## src/rtl/segment_scan_decoder_pkg.sv

```systemverilog
// Shared definitions for the multiplexed seven-segment score decoder.
//   - scan FSM state encoding
//   - seven-segment patterns (gfedcba, active-high) for 0-9 and blank
//   - pattern and BCD widths, digit-select codes
package segment_scan_decoder_pkg;

  localparam int SEG_W = 7;
  localparam int BCD_W = 4;

  typedef enum logic [1:0] {
    ST_IDLE     = 2'd0,
    ST_SETTLE   = 2'd1,
    ST_CAPTURED = 2'd2
  } scan_state_e;

  localparam logic [SEG_W-1:0] SEG_PAT_0     = 7'h3F;
  localparam logic [SEG_W-1:0] SEG_PAT_1     = 7'h06;
  localparam logic [SEG_W-1:0] SEG_PAT_2     = 7'h5B;
  localparam logic [SEG_W-1:0] SEG_PAT_3     = 7'h4F;
  localparam logic [SEG_W-1:0] SEG_PAT_4     = 7'h66;
  localparam logic [SEG_W-1:0] SEG_PAT_5     = 7'h6D;
  localparam logic [SEG_W-1:0] SEG_PAT_6     = 7'h7D;
  localparam logic [SEG_W-1:0] SEG_PAT_7     = 7'h07;
  localparam logic [SEG_W-1:0] SEG_PAT_8     = 7'h7F;
  localparam logic [SEG_W-1:0] SEG_PAT_9     = 7'h6F;
  localparam logic [SEG_W-1:0] SEG_PAT_BLANK = 7'h00;

  localparam logic [1:0] SEL_ONES = 2'b01;
  localparam logic [1:0] SEL_TENS = 2'b10;

endpackage

```

## src/rtl/segment_scan_decoder_seg7_to_bcd.sv

```systemverilog
// seg7_to_bcd: combinational seven-segment pattern decoder.
// Ports:
//   i_pattern  in  7  normalised pattern, bit0=a .. bit6=g, 1 = lit
//   o_value    out 4  BCD value (0 when blank or illegal)
//   o_blank    out 1  pattern is all segments off
//   o_legal    out 1  pattern is a digit 0-9 or blank
module seg7_to_bcd
  import segment_scan_decoder_pkg::*;
(
  input  logic [SEG_W-1:0] i_pattern,
  output logic [BCD_W-1:0] o_value,
  output logic             o_blank,
  output logic             o_legal
);

  always_comb begin
    o_value = '0;
    o_blank = 1'b0;
    o_legal = 1'b1;
    case (i_pattern)
      SEG_PAT_0:     o_value = 4'd0;
      SEG_PAT_1:     o_value = 4'd1;
      SEG_PAT_2:     o_value = 4'd2;
      SEG_PAT_3:     o_value = 4'd3;
      SEG_PAT_4:     o_value = 4'd4;
      SEG_PAT_5:     o_value = 4'd5;
      SEG_PAT_6:     o_value = 4'd6;
      SEG_PAT_7:     o_value = 4'd7;
      SEG_PAT_8:     o_value = 4'd8;
      SEG_PAT_9:     o_value = 4'd9;
      SEG_PAT_BLANK: o_blank = 1'b1;
      default:       o_legal = 1'b0;
    endcase
  end

endmodule

```

## src/rtl/segment_scan_decoder.sv

```systemverilog
// segment_scan_decoder: recovers a two-digit score from a multiplexed
// seven-segment display bus (ones/tens digit strobes).
//   - one input register stage normalises polarity
//   - scan FSM waits for SETTLE_CYCLES identical cycles before latching a digit
//   - a frame (both digits latched) is decoded and committed one cycle later
//   - TIMEOUT_CYCLES with no digit strobed invalidates the score
// Optional build macro SEG_FRAME_CONFIRM_EN: a frame commits only when it
// matches the previous complete frame (two-frame confirmation).
// Ports:
//   clk, rst_n         clock, async active-low reset
//   segments[6:0]      segment drive, bit0=a .. bit6=g
//   segment_digits[1:0] digit strobe, bit0=ones, bit1=tens
//   segments_invert    1 = segments are active-low
//   score_valid        outputs hold a decoded frame
//   score_tens/ones    BCD digits
//   tens_blank         committed tens digit was blank
//   score_update       1-cycle pulse when the committed value changes
//   decode_error       1-cycle pulse on an illegal frame
module segment_scan_decoder
  import segment_scan_decoder_pkg::*;
#(
  parameter int SETTLE_CYCLES  = 4,
  parameter int TIMEOUT_CYCLES = 65535
) (
  input  logic             clk,
  input  logic             rst_n,
  input  logic [SEG_W-1:0] segments,
  input  logic [1:0]       segment_digits,
  input  logic             segments_invert,
  output logic             score_valid,
  output logic [BCD_W-1:0] score_tens,
  output logic [BCD_W-1:0] score_ones,
  output logic             tens_blank,
  output logic             score_update,
  output logic             decode_error
);

  localparam logic [7:0]  SETTLE_N  = 8'(SETTLE_CYCLES);
  localparam logic [15:0] TIMEOUT_N = 16'(TIMEOUT_CYCLES);

  // input stage and its one-cycle history for stability detection
  logic [SEG_W-1:0] r_pat, r_pat_d;
  logic [1:0]       r_sel, r_sel_d;

  scan_state_e r_state, w_state_nxt;
  logic [7:0]  r_settle, w_settle_nxt, w_run;
  logic [15:0] r_idle;
  logic        w_onehot, w_same, w_sel_chg, w_settled, w_cap;
  logic        w_cap_ones, w_cap_tens, w_timeout, w_frame;

  logic [SEG_W-1:0] r_ones_pat, r_tens_pat;
  logic             r_ones_cap, r_tens_cap;

  logic [BCD_W-1:0] w_o_val, w_t_val;
  logic             w_o_blank, w_t_blank, w_o_legal, w_t_legal;
  logic             w_frame_err, w_both_blank, w_commit, w_changed;
  logic             w_nxt_valid, w_nxt_tb;
  logic [BCD_W-1:0] w_nxt_tens, w_nxt_ones;

  logic             r_score_valid, r_tens_blank, r_score_update, r_decode_error;
  logic [BCD_W-1:0] r_score_tens, r_score_ones;

  assign score_valid  = r_score_valid;
  assign score_tens   = r_score_tens;
  assign score_ones   = r_score_ones;
  assign tens_blank   = r_tens_blank;
  assign score_update = r_score_update;
  assign decode_error = r_decode_error;

  always_ff @(posedge clk or negedge rst_n) begin
    if (!rst_n) begin
      r_pat   <= '0;
      r_sel   <= '0;
      r_pat_d <= '0;
      r_sel_d <= '0;
    end else begin
      r_pat   <= segments ^ {SEG_W{segments_invert}};
      r_sel   <= segment_digits;
      r_pat_d <= r_pat;
      r_sel_d <= r_sel;
    end
  end

  assign w_onehot  = (r_sel == SEL_ONES) || (r_sel == SEL_TENS);
  assign w_same    = (r_sel == r_sel_d) && (r_pat == r_pat_d);
  assign w_sel_chg = (r_sel != r_sel_d);
  // length of the current run of identical cycles, counting this one
  assign w_run     = (r_state == ST_SETTLE && w_same) ? r_settle + 8'd1 : 8'd1;
  assign w_settled = (w_run >= SETTLE_N);

  always_comb begin
    w_state_nxt  = r_state;
    w_settle_nxt = r_settle;
    w_cap        = 1'b0;
    case (r_state)
      ST_IDLE, ST_SETTLE: begin
        if (!w_onehot) begin
          w_state_nxt  = ST_IDLE;
          w_settle_nxt = '0;
        end else if (w_settled) begin
          w_cap        = 1'b1;
          w_state_nxt  = ST_CAPTURED;
          w_settle_nxt = '0;
        end else begin
          w_state_nxt  = ST_SETTLE;
          w_settle_nxt = w_run;
        end
      end
      ST_CAPTURED: begin
        // same strobe keeps the latched digit; only a strobe change re-arms
        if (!w_onehot) begin
          w_state_nxt = ST_IDLE;
        end else if (w_sel_chg) begin
          if (w_settled) begin
            w_cap = 1'b1;
          end else begin
            w_state_nxt  = ST_SETTLE;
            w_settle_nxt = w_run;
          end
        end
      end
      default: begin
        w_state_nxt  = ST_IDLE;
        w_settle_nxt = '0;
      end
    endcase
  end

  always_ff @(posedge clk or negedge rst_n) begin
    if (!rst_n) begin
      r_state  <= ST_IDLE;
      r_settle <= '0;
    end else begin
      r_state  <= w_state_nxt;
      r_settle <= w_settle_nxt;
    end
  end

  assign w_cap_ones = w_cap && (r_sel == SEL_ONES);
  assign w_cap_tens = w_cap && (r_sel == SEL_TENS);
  assign w_frame    = r_ones_cap && r_tens_cap;
  // fires once, on the cycle the idle count reaches the limit; a capture
  // needs a one-hot strobe, so the two never coincide
  assign w_timeout  = !w_onehot && (r_idle == TIMEOUT_N - 16'd1);

  always_ff @(posedge clk or negedge rst_n) begin
    if (!rst_n) begin
      r_idle <= '0;
    end else if (w_onehot) begin
      r_idle <= '0;
    end else if (r_idle != TIMEOUT_N) begin
      r_idle <= r_idle + 16'd1;
    end
  end

  always_ff @(posedge clk or negedge rst_n) begin
    if (!rst_n) begin
      r_ones_pat <= '0;
      r_tens_pat <= '0;
      r_ones_cap <= 1'b0;
      r_tens_cap <= 1'b0;
    end else begin
      if (w_cap_ones) r_ones_pat <= r_pat;
      if (w_cap_tens) r_tens_pat <= r_pat;
      r_ones_cap <= ((w_frame || w_timeout) ? 1'b0 : r_ones_cap) | w_cap_ones;
      r_tens_cap <= ((w_frame || w_timeout) ? 1'b0 : r_tens_cap) | w_cap_tens;
    end
  end

  seg7_to_bcd u_ones_dec (
    .i_pattern (r_ones_pat),
    .o_value   (w_o_val),
    .o_blank   (w_o_blank),
    .o_legal   (w_o_legal)
  );

  seg7_to_bcd u_tens_dec (
    .i_pattern (r_tens_pat),
    .o_value   (w_t_val),
    .o_blank   (w_t_blank),
    .o_legal   (w_t_legal)
  );

  assign w_frame_err  = !w_o_legal || !w_t_legal || (w_o_blank && !w_t_blank);
  assign w_both_blank = w_o_blank && w_t_blank;

`ifdef SEG_FRAME_CONFIRM_EN
  // last complete frame; a new frame commits only when it repeats this one
  logic [2*SEG_W-1:0] r_cand;
  logic               r_cand_vld;

  assign w_commit = w_frame && !w_frame_err && r_cand_vld &&
                    (r_cand == {r_tens_pat, r_ones_pat});

  always_ff @(posedge clk or negedge rst_n) begin
    if (!rst_n) begin
      r_cand     <= '0;
      r_cand_vld <= 1'b0;
    end else if (w_frame) begin
      if (w_frame_err) begin
        r_cand_vld <= 1'b0;
      end else begin
        r_cand     <= {r_tens_pat, r_ones_pat};
        r_cand_vld <= 1'b1;
      end
    end
  end
`else
  assign w_commit = w_frame && !w_frame_err;
`endif

  // an all-blank display only drops validity; the digits keep their values
  assign w_nxt_valid = !w_both_blank;
  assign w_nxt_tb    = w_both_blank ? r_tens_blank : w_t_blank;
  assign w_nxt_tens  = w_both_blank ? r_score_tens : (w_t_blank ? '0 : w_t_val);
  assign w_nxt_ones  = w_both_blank ? r_score_ones : w_o_val;
  assign w_changed   = {w_nxt_valid, w_nxt_tb, w_nxt_tens, w_nxt_ones} !=
                       {r_score_valid, r_tens_blank, r_score_tens, r_score_ones};

  always_ff @(posedge clk or negedge rst_n) begin
    if (!rst_n) begin
      r_score_valid  <= 1'b0;
      r_score_tens   <= '0;
      r_score_ones   <= '0;
      r_tens_blank   <= 1'b0;
      r_score_update <= 1'b0;
      r_decode_error <= 1'b0;
    end else begin
      r_score_update <= 1'b0;
      r_decode_error <= w_frame && w_frame_err;
      if (w_commit) begin
        r_score_valid  <= w_nxt_valid;
        r_score_tens   <= w_nxt_tens;
        r_score_ones   <= w_nxt_ones;
        r_tens_blank   <= w_nxt_tb;
        r_score_update <= w_changed;
      end else if (w_timeout) begin
        r_score_valid <= 1'b0;
      end
    end
  end

endmodule

```

## config.mk

```make
export PLATFORM = sky130hd
export DESIGN_NAME = segment_scan_decoder
export DESIGN_NICKNAME = d
export VERILOG_FILES = /design/src/rtl/segment_scan_decoder_pkg.sv /design/src/rtl/segment_scan_decoder_seg7_to_bcd.sv /design/src/rtl/segment_scan_decoder.sv
export SDC_FILE = /design/constraint.sdc
export NUM_CORES = 1
export LEC_CHECK = 0
export CAP_MARGIN = 15
export CORE_AREA = 2 2 129 106
export CTS_CLUSTER_DIAMETER = 50
export CTS_CLUSTER_SIZE = 8
export DETAILED_ROUTE_END_ITERATION = 16
export DIE_AREA = 0 0 131 108
export PLACE_DENSITY_LB_ADDON = 0.15
export SYNTH_ARGS = -nofsm -noshare
export SYNTH_HDL_FRONTEND = slang
export SYNTH_HIERARCHICAL = 1
export SYNTH_SLANG_ARGS = --single-unit
```

## constraint.sdc

```tcl
create_clock -name clk -period 2.45 [get_ports clk]
set_input_delay 0.3675 -clock clk [delete_from_list [all_inputs] [get_ports clk]]
set_output_delay 0.3675 -clock clk [all_outputs]
set_load 0.005 [all_outputs]
```

==> results of run 1 <==
## metrics by stage
step | setup slack (ns) | power, mW | std cells
after floorplan | 0.4332 | 1.356 | 366
after global placement | 0.2870 | 1.433 | 559
after detailed placement | 0.2482 | 1.436 | 559
after CTS | 0.2284 | 2.865 | 574
after global routing | 0.05013 | 2.943 | 574
final | 0.2199 | 2.801 | 574
## worst max-delay path, cell delays in order (launching register included)
cell,delay (ns)
dfrtp_1,0.54
nand4_4,0.14
or4_4,0.43
o2111ai_1,0.14
o211ai_1,0.14
or2_2,0.36
nor2_1,0.23
a22o_1,0.18
## cell usage after synthesis (3+ instances only)
cell type	count	area [sq um]
xnor2_1	6	52.55
ha_1	5	62.56
mux2_2	14	157.7
nor3b_1	4	30.03
or3_1	7	43.79
o21ai_0	21	105.1
and3_1	4	25.02
dfrtp_1	72	1802
clkbuf_1	5	18.77
a31oi_1	3	18.77
or4_4	3	33.78
nand4_4	4	85.08
nor3_1	9	45.04
a21oi_1	13	65.06
o31ai_1	3	22.52
nor4_1	3	18.77
a22o_1	3	26.28
nand3_1	13	65.06
and2_1	9	56.30
o2111ai_1	3	26.28
o211ai_1	3	22.52
and4bb_2	4	50.05
xor2_1	18	157.7
nand2_1	33	123.9
inv_1	17	63.81
nor2_1	29	108.9
buf_4	6	45.04
nand4_1	5	31.28
nand3b_1	3	22.52
## cell type report
type | count | area, sq um | share of cell area, %
well taps | 175 | 219.0 | 4.841
inverters | 17 | 63.81 | 1.411
multi-input cells | 263 | 1813 | 40.08
clock inverters | 5 | 81.33 | 1.798
repair buffers | 32 | 305.3 | 6.750
flip-flops and latches | 72 | 1802 | 39.83
clock buffers | 10 | 239.0 | 5.284
## per-layer routing
layer,vias to the layer above,routed length [um],GRT usage [%]
met3,13,267,3.464
li1,1380,-,-
met5,-,0,0
met2,43,3221,16.88
met1,1293,4198,17.85
met4,0,145,4.407
## registers in the layout (all words and copies together) (netlist names), 4 cells and up
register / count
score_ones: 4
r_ones_pat: 7
r_idle: 16
r_tens_pat: 7
score_tens: 4
r_settle: 8
r_pat_d: 7
r_pat: 7
## power by group through the flow
stage	Combinational [mW]	Clock, mW	Sequential, mW
after CTS	0.144	1.45	1.27
final	0.138	1.39	1.27
after global placement	0.141	0	1.29
after floorplan	0.0788	0	1.28
after global routing	0.162	1.50	1.28
after detailed placement	0.144	0	1.29
## worst paths after layout
check	to	depth (start not counted)	slack [ns]	start
setup / recovery	score_tens[3]	7	0.22	r_ones_pat[5]
hold reg to reg	r_sel_d[1]	0	0.45	r_sel[1]
min in group clk	r_sel_d[1]	0	0.45	r_sel[1]
hold / removal	score_ones[1]	2	0.05	rst_n
setup reg to reg	score_tens[3]	7	0.22	r_ones_pat[5]
max in group asynchronous	r_pat_d[5]	2	2.07	rst_n
## kinds of logic after synthesis
| kind of cell | Yosys count | share of synthesized area, % |
|---|---|---|
| xor gates and xnor gates | 24 | 5.576 |
| and+or+nand+nor | 151 | 24.66 |
| AOI/OAI and AO/OA | 69 | 12.01 |
| buffers and inverters | 31 | 4.115 |
| adders and majority gates | 5 | 1.659 |
| muxes | 14 | 4.182 |
| DFF | 72 | 47.79 |
==> impl_results.md, run 1 <==
* Max Fclk at 448.4 MHz
* Design Area, Final at between 0.004 and 0.005 sq mm
* Port bufs at 23
* Number of global-route vias before repair at approximately 2700
* H-tree level count at 3
* Pleak at just under 2 nW
* FF+latch count, synth at between 70 and 80
* Clock power frac at approximately half
* Antenna diodes at 0
* Commonest cells after routing, fill and taps aside: dfrtp_1 (72), nand2_1 (33), nor2_1 (29), clkdlybuf4s50_1 (22), o21ai_0 (21)
* Max clock buf depth at 2
* CTS tree: done
* Most common cell after layout, fill and taps aside: dfrtp_1
* Outcome: finished clean
* IO Count at 24
* Final ANT Viol Nets at 0
* Via density at about 4.8
* Combinational share of power at under 10%
* Post-DP HPWL at 5469 um
* Sw frac at a little over a fifth
* Worst Setup End Kind: register
* Die X at between 100 and 150 um
* Part of the cycle the worst path needs at between 90% and 100%
* Switching pwr at 599.5 uW
* Predominant post-synthesis flop cell: dfrtp_1
* Int Pwr at between 2 and 2.5 mW
* Placed cell areas at 0.004203 sq mm
* Post-synthesis sequential area ratio at approximately 48%
* Share of layout cells above drive strength 1 at 15.79%
* Final Hold Vio Count at 0
* Warnings from Yosys at 6
* Pwr Density at just over 600 mW/mm^2
* # setup viols final at 0
* Worst EP arrival at around 2.5 ns
* Die Span Y at 108 um
* Worst VDD drop at slightly above 0.3 mV
* Relative slew slack at approximately three fifths
* Die ar. at 0.01415 sq mm
* Largest net degree at the start of global routing at 73
* Ys async rst share at 100.0%
* DRC at 0
* PostCTS Resize Cnt at 0
* Area Growth Syn to Fin at 19.98%
* Number of synthesized flops with an enable pin at 0
* Syn_nets at between 300 and 400
* Global-route wire length before repair at around 13000 um
* Sink Count at between 70 and 80
* WL/cell at around 14 um
* CTS root buf: clkbuf_16
* CP Class: register to register
* Post-Synthesis Cells at ~370
* RSZ-0062 raised after global routing: no
* Slew Limit Fails at 0
* Setup TNS Final at 0 ns
* Post-Route WL at about 7800 um
* Gpl congestion at 0.8038
* Tmin final at ~2.2 ns
* Postcts setup bufs at 0
* Initial antenna violation count at 0
* Vias at 2729
* Core footprint at 0.01273 sq mm
* Nets at ~410
* Cts hold-fix bufs at 0
* Yosys cell types at 58
* Core Util, Final at a little over a third
* Startpoint Class: register
* Initial DRC count at between 150 and 200
* Clock Latency Late Sink at ~0.33 ns
* GRT Residual Overflow at 0
* Worst-Margin Slew at 0.5776 ns
* Worst-path maximum fanout at 12
* Initial Util at between 20% and 30%
* Hold Path Class: input pin to asynchronous set/reset pin
* Fillcell total at between 1000 and 1500
* Sequential power share at 45.3%
* TritonCTS Buffers at 9
* Clock Skew at between 0.004 and 0.005 ns
* Cell area after synthesis at ~0.0038 sq mm
* Synthesized area per cell at roughly 10 sq um
* Reg clk slew, reported paths at roughly 0.060 ns
* GRT Util Overall at around 12%
* # rows at 37
* DRT Pass-1 Iters at 4
* Max Cap Viol at 0
* Required @ worst endpoint at roughly 2.7 ns
* WHS at roughly 0.053 ns
Power figures use the tool's default switching activity.
==> run 2: changes to the inputs <==
- REMOVE_ABC_BUFFERS: default -> 1
==> run 2 against run 1 <==
Wire length up 1.5%; sequential cell count stayed put; critical path depth unchanged; clock power is 5% lower; register-to-register slack got worse by 0.03 ns; global-route usage is 0.53 points higher; sequential share of layout area increased by 0.29 points; critical path type unchanged; highest routed layer unchanged.
==> impl_results.md, run 2 (synthesized netlist as in run 1, its figures left out) <==
* Post-DP HPWL at between 5000 and 6000 um
* Largest net degree at the start of global routing at between 70 and 80
* Post-Route WL at slightly below 8000 um
* Worst-Margin Slew at around 0.91 ns
* Worst-path maximum fanout at 12
* Initial antenna violation count at 0
* Largest register FFs at 16
* Pleak at ~1.9 nW
* Reg clk slew, reported paths at around 0.060 ns
* Clock Latency Late Sink at 0.33 ns
* Final Hold Vio Count at 0
* Fillcell total at about 1300
* Share of layout cells above drive strength 1 at between 10% and 20%
* Initial DRC count at around 160
* Postcts setup bufs at 0
* Die Span Y at between 100 and 150 um
* Core footprint at approximately 0.013 sq mm
* Final ANT Viol Nets at 0
* Tmin final at approximately 2.3 ns
* Setup TNS Final at 0 ns
* Worst VDD drop at 0.2975 mV
* Nets at 411
* Initial Util at around 30%
* CTS tree: done
* Slowest CP cell: dfrtp_1
* Outcome: finished clean
* Required @ worst endpoint at 2.72 ns
* Overall power at 2.728 mW
* Part of the cycle the worst path needs at 92.43%
* Die X at 131 um
* CP cell instances: nand4_4 -> or4_4 -> o2111ai_1 -> o211ai_1 -> or2_2 -> nor2_1 -> a22o_1
* TritonCTS Buffers at 9
* Relative slew slack at between 30% and 40%
* DRC at 0
* Vias at between 2000 and 3000
* GRT Util Overall at between 10% and 20%
* Startpoint Class: register
* Worst Setup End Kind: register
* Largest regs: r_idle x16, r_settle x8
* Global-route wire length before repair at approximately 14000 um
* Hold Path Class: input pin to asynchronous set/reset pin
* # rows at 37
* Number of global-route vias before repair at ~2700
* GRT Residual Overflow at 0
* Clock power frac at approximately half
* Worst EP arrival at 2.53 ns
* Area Growth Syn to Fin at 19.12%
* Port bufs at 23
* Max clock buf depth at 2
* PostCTS Resize Cnt at 0
* CTS root buf: clkbuf_16
* Via density at roughly 4.9
* Pwr Density at just over 600 mW/mm^2
* Int Pwr at around 2.1 mW
* Crit path largest cell delay at 0.53 ns
* Biggest register: r_idle
* RSZ-0062 raised after global routing: no
* Sink Count at 72
* H-tree level count at 3
* Sw frac at approximately 23%
* DRT Pass-1 Iters at 5
* Max Fclk at about 440 MHz
* Sequential power share at between 40% and 50%
* Combinational share of power at roughly 5.0%
* Die ar. at approximately 0.014 sq mm
* Cts hold-fix bufs at 0
* Gpl congestion at 0.8321
* IO Count at 24
* CP Class: register to register
* Most common cell after layout, fill and taps aside: dfrtp_1
* Antenna diodes at 0
* Clock Skew at just under 0.008 ns
* # setup viols final at 0
* Switching pwr at around 630 uW
* Slew Limit Fails at 0
* WL/cell at ~14 um
* Commonest cells after routing, fill and taps aside: dfrtp_1 (72), nand2_1 (33), nor2_1 (29), clkdlybuf4s50_1 (22), o21ai_0 (21)
* Max Cap Viol at 0
==> run 2: power groups by stage <==
stage / clock network [mW] / logic (mW) / registers (mW)
after CTS: 1.37 / 0.141 / 1.27
final: 1.32 / 0.136 / 1.27
after global routing: 1.43 / 0.159 / 1.28
after floorplan: 0 / 0.0751 / 1.28
after detailed placement: 0 / 0.140 / 1.29
after global placement: 0 / 0.142 / 1.29
==> run 2: routing by layer <==
metal,vias up,global-route usage [%],routed length (um)
li1,1378,-,-
met1,1370,18.28,4114
met2,59,18.25,3420
met3,7,3.464,341
met4,0,4.331,76
met5,-,0,0
==> run 2: worst max-delay path, delay by kind of cell, from the launching register on <==
family,cells,cell delay [ns]
AO/OA/AOI/OAI,3,0.51
flip-flops,1,0.53
AND/OR/NAND/NOR,4,1.16
==> run 2: final timing paths <==
check	startpoint	end	slack, ns	cells after the start
max reg2reg	r_ones_pat[5]	score_tens[1]	0.19	7
max in group asynchronous	rst_n	r_idle[6]	1.69	1
max	r_ones_pat[5]	score_tens[1]	0.19	7
min	rst_n	score_ones[1]	0.17	1
min reg2reg	r_sel[0]	r_sel_d[0]	0.45	0
min in group clk	r_sel[0]	r_sel_d[0]	0.45	0
==> run 2: final cells by class <==
cell class	count	area [sq um]	area share [%]
multi-input combinational	263	1813	40.37
timing repair buffer	31	287.8	6.408
clock inverter	6	66.31	1.477
tap	175	219.0	4.876
sequential	72	1802	40.12
clock buffer	10	239.0	5.322
inverter	17	63.81	1.421
==> run 2: stage by stage <==
step	std cells	hold slack (ns)	setup WS (ns)	area [sq um]	utilization, %
floorplan	352	0.07191	0.2521	3679	-
global placement	558	0.4238	0.2509	4185	32.87
detailed placement	558	0.4420	0.2098	4185	32.87
CTS	574	0.2103	0.1989	4491	35.27
global route	574	0.2584	0.03045	4491	35.27
finish	574	0.1687	0.1854	4491	35.27
